<file path="config.mk">
export PLATFORM = sky130hd
export DESIGN_NAME = unstripe
export DESIGN_NICKNAME = d
export VERILOG_FILES = /design/src/rtl/unstripe.sv
export SDC_FILE = /design/constraint.sdc
export NUM_CORES = 1
export LEC_CHECK = 0
export CAP_MARGIN = 20
export CORE_MARGIN = 5
export CORE_UTILIZATION = 57
export CTS_CLUSTER_SIZE = 16
export DETAILED_ROUTE_END_ITERATION = 12
export PLACE_DENSITY = 0.82
export REMOVE_ABC_BUFFERS = 1
export SLEW_MARGIN = 20
export SYNTH_ARGS = -nofsm -noshare
export SYNTH_HDL_FRONTEND = slang
export SYNTH_SLANG_ARGS = --single-unit
</file>
<file path="constraint.sdc">
create_clock -name clk_2f -period 2.9 [get_ports clk_2f]
set_input_delay 0.435 -clock clk_2f [delete_from_list [all_inputs] [get_ports clk_2f]]
set_output_delay 0.435 -clock clk_2f [all_outputs]
set_load 0.01 [all_outputs]
</file>
<file path="src/rtl/unstripe.sv">
// unstripe: merges two striped 32-bit lanes back into one ordered stream.
// Define UNSTRIPE_OVERFLOW_EN to build the sticky overflow flag.
module unstripe #(
   parameter int DEPTH = 4
) (
   input  logic        clk_2f,
   input  logic        reset,
   input  logic [31:0] lane0,
   input  logic        valid0,
   input  logic [31:0] lane1,
   input  logic        valid1,
   output logic [31:0] dataOut,
   output logic        validOut,
   output logic        overflow
);

   localparam int AW = $clog2(DEPTH);

   typedef enum logic [1:0] {
      IDLE = 2'd0,
      EXP0 = 2'd1,
      EXP1 = 2'd2
   } state_t;

   state_t state;

   logic [1:0][31:0] din;
   logic [1:0]       vin;
   logic [1:0][31:0] head;
   logic [1:0]       emp;
   logic [1:0]       pop;
`ifdef UNSTRIPE_OVERFLOW_EN
   logic [1:0]       drop;
`endif
   logic             drained;

   assign din = {lane1, lane0};
   assign vin = {valid1, valid0};

   genvar k;
   generate
      for (k = 0; k < 2; k++) begin : g_lane
         logic          ph;
         logic [AW:0]   wp;
         logic [AW:0]   rp;
         logic [31:0]   mem [DEPTH];
         logic          push;
         logic          full;
         logic          wr;

         assign emp[k] = (wp == rp);
         assign full   = (wp[AW] != rp[AW]) &&
                         (wp[AW-1:0] == rp[AW-1:0]);
         // ph low marks the first cycle of each two-cycle word
         assign push   = vin[k] & ~ph;
         assign wr     = push & (~full | pop[k]);
`ifdef UNSTRIPE_OVERFLOW_EN
         assign drop[k] = push & full & ~pop[k];
`endif
         assign head[k] = mem[rp[AW-1:0]];

         always_ff @(posedge clk_2f or negedge reset) begin
            if (!reset) begin
               ph <= 1'b0;
               wp <= '0;
               rp <= '0;
            end else begin
               ph <= vin[k] ? ~ph : 1'b0;
               if (wr)
                  wp <= wp + 1'b1;
               if (pop[k])
                  rp <= rp + 1'b1;
            end
         end

         always_ff @(posedge clk_2f) begin
            if (wr)
               mem[wp[AW-1:0]] <= din[k];
         end
      end
   endgenerate

   assign pop[0]  = (state != EXP1) && !emp[0];
   assign pop[1]  = (state == EXP1) && !emp[1];
   assign drained = !valid0 && !valid1 && emp[0] && emp[1];

   always_ff @(posedge clk_2f or negedge reset) begin
      if (!reset) begin
         state    <= IDLE;
         dataOut  <= '0;
         validOut <= 1'b0;
      end else begin
         validOut <= 1'b0;
         unique case (state)
            IDLE, EXP0: begin
               if (pop[0]) begin
                  state    <= EXP1;
                  dataOut  <= head[0];
                  validOut <= 1'b1;
               end else if (drained) begin
                  state <= IDLE;
               end
            end
            EXP1: begin
               if (pop[1]) begin
                  state    <= EXP0;
                  dataOut  <= head[1];
                  validOut <= 1'b1;
               end else if (drained) begin
                  // realign so the next burst starts on lane0
                  state <= IDLE;
               end
            end
            default: state <= IDLE;
         endcase
      end
   end

`ifdef UNSTRIPE_OVERFLOW_EN
   always_ff @(posedge clk_2f or negedge reset) begin
      if (!reset)
         overflow <= 1'b0;
      else if (|drop)
         overflow <= 1'b1;
   end
`else
   assign overflow = 1'b0;
`endif

endmodule

</file>
* After elaboration in Yosys (flattened, before gate mapping)
Memories as Yosys holds them, arrays and structs flattened.
Index checks and enable logic that the tools add are counted.
** Cells by class
- Add/subtract/negate cells :: 4
- Equality and inequality tests :: 11
- Multiplexer cells :: 16
- Bitwise gates (word level) :: 10
- Reductions and logical operators :: 15
** Operator list (count)
- $mux 32 :: 2
- $pmux 32 s2 :: 1
- $add 3x1->3 const B :: 4
- $mux 1 :: 8
- $logic_and 1x1->1 :: 7
- $eq 3x3->1 :: 2
- $mux 2 :: 3
- $ne 2x2->1 const B :: 3
- $and 1x1->1 :: 4
- $eq 2x2->1 :: 2
- $logic_not 1->1 :: 4
- $not 1->1 :: 4
- $pmux 2 s2 :: 1
- $reduce_and 3->1 :: 1
- $eq 2x1->1 const B :: 1
- $eq 2x2->1 const B :: 1
- $logic_not 2->1 :: 1
- $ne 1x1->1 :: 2
- $or 1x1->1 :: 2
- $pmux 1 s2 :: 1
- $reduce_bool 2->1 :: 1
- $reduce_or 2->1 :: 1
** Storage, ports and cells
- Bits in registers :: 49
- Memory bits (writable) :: 256
- Input bits :: 68
- Output and inout port bits :: 34
- Word-level logic and storage cells :: 67
- Memories kept :: 2
** Memories
- g_lane[0].mem :: words 4, width 32, rd ports 1, clocked after Yosys merged registers in 0, wr ports 1, line 46 : logic [31:0] mem [DEPTH];
- g_lane[1].mem :: words 4, width 32, rd ports 1, clocked after Yosys merged registers in 0, wr ports 1, line 46

* Logic depth before layout (Yosys ltp)
Gate-level depths: netlist (run 1).
- Depth in word-level cells :: 7
- Depth in mapped cells :: 6
- Depth with buffers taken out :: 4

* Worst setup path after synthesis (run 1)
No wires, ideal clock.
- Kind :: flip-flop to flip-flop
- Start :: reg state[0]
- End :: mem g_lane[1].mem[3][0], enable pin
- Library setup time :: 0.394 ns
- Arrival :: 1.993 ns
- Required time :: 2.506 ns
- Setup slack :: 0.513 ns
- Stages on the path, launching flop included :: 5
- Buffers on the path :: 1
- Cells stage by stage :: dfrtp_1 > nand2b_1 > clkbuf_1 > a41oi_1 > and2_1
** On the way
- Word-level cells in the longest chain between the ends :: 6
** Ends and longest elaborated chain
- from (decl) :: line 25 : state_t state;
- from (signal assigned) :: line 89 : state <= IDLE;
- from (signal assigned) :: line 97 : state <= EXP1;
- from (signal assigned) :: line 101 : state <= IDLE;
- $eq 2x2->1 :: line 84 : assign pop[1] = (state == EXP1) && !emp[1];
- $logic_and 1x1->1 :: line 84
- $or 1x1->1 :: line 56 : assign wr = push & (~full | pop[k]);
- $and 1x1->1 :: line 56
- $mux 1 :: line 77 : if (wr)
- $mux 1 (implied by the code) :: line 78 : mem[wp[AW-1:0]] <= din[k];
- to (decl) :: line 46
No other way between the ends.

* Worst setup path in the final report (run 1)
- Start :: reg state[1]
- End :: mem g_lane[0].mem[0][31], enable pin
** On the way
- Word-level cells in the longest chain between the ends :: 6
** Ends and longest elaborated chain
- $ne 2x2->1 :: line 83 : assign pop[0] = (state != EXP1) && !emp[0];
- $logic_and 1x1->1 :: line 83
- $or 1x1->1 :: line 56
- $and 1x1->1 :: line 56
- $mux 1 :: line 77
- $mux 1 (implied by the code) :: line 78
- to (decl) :: line 46
No other way between the ends.

==> results of run 1 <==
-- final cells by class --
type | instances | area (µm²) | area share (%)
sequential | 305 | 8920 | 62.0
multi-input combinational | 251 | 2790 | 19.4
timing repair buffer | 124 | 1280 | 8.89
clock buffer | 37 | 796 | 5.53
tap | 270 | 338 | 2.35
clock inverter | 17 | 250 | 1.74
inverter | 6 | 22.5 | 0.156
-- kinds of logic (layout without fill, tap and decap cells) --
family / after synthesis / after routing / synth area share, %
AO/OA/AOI/OAI: 7 / 7 / 0.609
XOR/XNOR: 15 / 15 / 1.17
adder cells (fa/ha/maj): 10 / 10 / 1.05
buffers and inverters: 34 / 184 / 1.78
flip-flops: 305 / 305 / 74.8
multiplexers: 98 / 98 / 16.2
other: 1 / 1 / 0.0315
AND/OR/NAND/NOR: 120 / 120 / 4.32
-- worst paths after layout --
path / slack (ns) / end
min in group clk_2f: 0.44 / g_lane[0].ph
hold reg to reg: 0.44 / g_lane[0].ph
max in group asynchronous: 2.21 / dataOut[1]
setup reg to reg: 0.68 / g_lane[0].mem[0][31]
hold / removal: 0.42 / dataOut[2]
setup / recovery: 0.68 / g_lane[0].mem[0][31]
-- routing by layer --
metal / wire length (µm) / part of all wire [%] / vias up / global-route usage, %
li1: - / - / 2537 / -
met1: 9320 / 38 / 3015 / 28.0
met2: 12700 / 52 / 231 / 35.9
met3: 1570 / 6.5 / 48 / 3.52
met4: 718 / 3.0 / 2 / 6.06
met5: 5 / 0.021 / - / 0
-- synthesized netlist by cell type, drive strengths merged, types with 6 or more instances --
library cell    n
edfxtp        256
dfrtp          49
inv             6
mux4           64
xnor2           9
nand2         100
xor2            6
buf            17
ha             10
mux2           34
clkbuf         11
and2            8
-- sequential cells by signal, summed over array words and instances (netlist names) --
name	cells
g_lane.rp	6
validOut	1
g_lane.wp	6
g_lane.mem	256
state	2
g_lane.ph	2
dataOut	32
-- critical path: stages (launching register included) --
cell	delay, ns
dfrtp_1	0.46
nand2b_1	0.16
buf_4	0.28
o41a_1	0.36
and2_1	0.37
buf_12	0.26
-- power by group --
group / internal [mW] / switching [mW]
combinational: 2.91 / 2.73
clock: 2.48 / 1.57
sequential: 5.72 / 0.380
total: 11.1 / 4.68
==> flow_summary.yaml, run 1 <==
synthesis:
  async_reset_ff_share_pct: 16.1
  synth_top_cell_by_area: "edfxtp_1"
  ys_ff_latch: 305
  ys_warn_count: 0
  seq_area_frac_synth_pct: 74.8
  synth.avg_cell_area_um2: 20.2
  synth.area.top_cells: "edfxtp_1 (65%), mux4_2 (12%), dfrtp_1 (10%), mux2_4 (3.7%), nand2_1 (3.2%)"
  synth_cell_types: 34
  synth_edf_count: 256
  postSynthCellCount: 590
  synth.top_cell.area_share_pct: 64.5
  ys.flop_type: "edfxtp_1"
  synth_area_mm2: 0.0119
placed_design:
  dpl_cell_area_mm2: 0.0133
  dp_cells: 955
  place_ws_ns: 0.363
  dp_hpwl_mm: 15.4
  io_buffers: 100
  place_congestion: 0.808
setup_path:
  critical_path_arrival_ns: 2.46
  cp-end-kind: "flop"
  setup.worst_path.start_class: "flop"
  required_ns: 3.14
  crit_fanout: 27
  r2r-start: "state[1]"
  worstRegToRegCells: 5
  setup.worst_path.start: "state[1]"
  crit_type: "reg2reg"
power:
  ir_drop_v: 0.000737
  p_leak_nw: 5.13
  powerDensity_mw_per_mm2: 1100
  total_power_mw: 15.8
route:
  antenna_left: 0
  num_vias: 5833
  drtIter0Drc: 454
  route.detailed.drc: 0
  drt-total-wl_mm: 24.3
  dr.pass1.iters: 5
  wire_per_inst_um: 24.0
  drt-vias-per-instance: 5.78
cells_and_area:
  antenna_cells: 0
  utilization_pct: 70.4
  layout_commonest_cell: "edfxtp_1"
  area_delta_synth_final_pct: 20.8
  layout_common_cells: "edfxtp_1 (256), nand2_1 (100), clkdlybuf4s50_1 (99)"
  nets: 795
  drive_gt1_share_pct: 23.9
  n_fill_cell: 1220
  design_area_mm2: 0.0144
  stdcell_count: 1010
cts:
  root_buffer: "clkbuf_16"
  cts_tree: "yes"
  clock-sinks: 305
  numCtsBuffers: 29
  insertion_delay_ns: 0.55
  h-tree-depth: 1
  cts_setup_buffers: 0
  cts.clk_slew.worst_paths_ns: 0.06
  hold_buffers: 1
  cts_resized: 0
  cts_max_path_buffers: 3
floorplanning:
  start_util_pct: 58.3
  fp.dieArea_mm2: 0.0239
  io_pins: 102
  dieHeight_um: 155
  fp-row-count: 52
  die_w_um: 155
  core_mm2: 0.0204
sta:
  slew_headroom_pct: 63.1
  fin_ws_ns: 0.682
  fin_crit_sh_pct: 76.5
  setup_viol: 0
  rsz0062_at_grt: "no"
  tns_ns: 0
  drv_slew: 0
  period_needed_ns: 2.22
  fin_skew_ns: 0.0145
  fmax_mhz: 451
  finalHoldViolCount: 0
  worstMarginPinSlew_ns: 0.546
  holdWs_ns: 0.416
global_routing:
  grt.overflow.total: 0
  grt_pass1_vias: 6471
  grt_max_degree: 50
  grt_use_total_pct: 20.9
  grt_pass1_wl_mm: 38.0
  antenna_found_initial: 1
outcome:
  status: "finished clean"
hold_path:
  worstHoldPathType: "in2async"
job:
  drv_cap: 0
(Power assumes the default switching activity.)
==> inputs of run 2 (changes only) <==
- CORE_UTILIZATION: 57 -> 52
- PLACE_DENSITY: 0.82 -> 0.79
- clock period: 2.9 -> 2 ns (I/O delays scaled with it)
==> run 2 against run 1 <==
Effect of this change:
- cell count up 2.8%
- die area up 9.0%
- total power up 48%
- routed wire length down 0.34%
- combinational power up 49%
- clock power up 50%
- clock skew about the same
- critical path type unchanged
- sequential share of layout area down 0.95 points
- register-to-register slack worse by 0.56 ns
- largest power group unchanged
==> flow_summary.yaml, run 2 (same netlist as run 1, synthesis figures left out) <==
outcome:
  status: "finished clean"
cts:
  root_buffer: "clkbuf_16"
  numCtsBuffers: 29
  clock-sinks: 305
  cts_max_path_buffers: 3
  h-tree-depth: 1
  cts_setup_buffers: 0
  cts.clk_slew.worst_paths_ns: 0.06
  insertion_delay_ns: 0.56
  cts_tree: "yes"
sta:
  worstMarginPinSlew_ns: 0.551
  period_needed_ns: 1.88
  fin_ws_ns: 0.120
  holdWs_ns: 0.274
  slew_headroom_pct: 63.3
  drv_slew: 0
  rsz0062_at_grt: "no"
  fmax_mhz: 532
  fin_crit_sh_pct: 94.0
  tns_ns: 0
  fin_skew_ns: 0.0147
  setup_viol: 0
  finalHoldViolCount: 0
setup_path:
  cp_cell_sequence: "nand2b_1, o41a_1, and2_1, buf_4"
  critPathBufInv: 1
  critical_path_arrival_ns: 2.18
  worstRegToRegCells: 4
  regToRegEndpoint: "g_lane[0].mem[2][4]"
  crit_slowest_cell: "o41a_1"
  crit_type: "reg2reg"
  r2r-start: "state[0]"
  setup.worst_path.start_class: "flop"
  r2r_slack_ns: 0.12
  crit_family: "compound AO/OA/AOI/OAI gates"
  required_ns: 2.30
  slowest_delay_ns: 0.52
  crit_fanout: 10
  cp-end-kind: "flop"
cells_and_area:
  multiInputGateArea_mm2: 0.00280
  antenna_cells: 0
  stdcell_count: 1038
  layout_commonest_cell: "edfxtp_1"
  design_area_mm2: 0.0146
  regArea_mm2: 0.00892
  area_delta_synth_final_pct: 22.7
  layout_common_cells: "edfxtp_1 (256), nand2_1 (100), clkdlybuf4s50_1 (99)"
  utilization_pct: 64.8
  n_fill_cell: 1478
  nets: 808
  largest_register_ffs: 256
  drive_gt1_share_pct: 25.8
placed_design:
  dpl_cell_area_mm2: 0.0135
  place_congestion: 0.792
  dp_hpwl_mm: 15.9
  io_buffers: 100
  place_ws_ns: -0.116
  dp_cells: 983
route:
  num_vias: 5829
  drtIter0Drc: 411
  route.detailed.drc: 0
  drt-total-wl_mm: 24.2
  drt-vias-per-instance: 5.62
  wire_per_inst_um: 23.3
  dr.pass1.iters: 4
  antenna_left: 0
power:
  powerDensity_mw_per_mm2: 1600
  total_power_mw: 23.3
  p_leak_nw: 5.25
  ir_drop_v: 0.000899
global_routing:
  grt_pass1_wl_mm: 37.4
  grt_use_total_pct: 18.7
  antenna_found_initial: 0
  grt_max_degree: 33
  grt.overflow.total: 0
  grt_pass1_vias: 6514
floorplanning:
  die_w_um: 161
  start_util_pct: 52.8
  dieHeight_um: 161
  core_mm2: 0.0226
  io_pins: 102
  fp.dieArea_mm2: 0.0260
  fp-row-count: 55
hold_path:
  worstHoldPathType: "in2async"
job:
  drv_cap: 0
-- run 2: cell count changes in the layout (fill, tap and decap cells not counted) --
cell        before  now
bufinv_16        6    7
clkbuf_8         4    6
xnor2_2          0    1
buf_4           15   24
inv_6            1    0
inv_16           0    1
clkinv_2         3    6
clkbuf_1         4    1
xnor2_1          9    8
clkinvlp_4       4    1
buf_12           8   12
-- run 2: repair_timing --
| action | in CTS | in global routing |
|---|---|---|
| setup endpoints to repair | 0 | 1 |
| gates resized for setup | 0 | 1 |
| hold buffers | 1 | 0 |
| endpoints found under the hold margin | 17 | 0 |
-- run 2: worst max path at each step --
stage | to | cells after the start | slack, ns | start
finish | g_lane[0].mem[2][4] | 4 | 0.12 | state[0]
global route | dataOut[28] | 5 | 0.03 | g_lane[1].rp[0]
CTS | dataOut[11] | 5 | 0.09 | g_lane[1].rp[0]
detailed placement | g_lane[0].mem[2][24] | 5 | -0.12 | valid0
global placement | g_lane[0].mem[0][14] | 5 | -0.05 | valid0
floorplan | g_lane[1].mem[3][0] | 3 | -1.52 | g_lane[1].rp[0]
-- run 2: worst register-to-register path, delay by kind of cell, from the launching register on --
family	cells	cell delay (ns)
buf+inv	1	0.20
flops	1	0.42
simple gates	2	0.49
compound gates	1	0.52
-- run 2: routing by layer --
layer / vias up / routed length, µm / track usage [%]
met3: 38 / 1270 / 3.39
met1: 3009 / 9780 / 24.9
li1: 2568 / - / -
met5: - / 0 / 0
met2: 214 / 12500 / 32.2
met4: 0 / 670 / 5.27
-- run 2: area by class of cell --
class / count / area share (%)
inverter: 6 / 0.154
multi-input combinational: 251 / 19.1
sequential: 305 / 61.0
clock inverter: 18 / 1.94
timing repair buffer: 137 / 9.76
clock buffer: 36 / 5.56
tap: 285 / 2.44
-- run 2: power breakdown --
group	switching, mW	total, mW	internal [mW]
Combinational	3.96	8.38	4.42
Sequential	0.576	8.87	8.30
Clock	2.30	6.09	3.79
Total	6.83	23.3	16.5
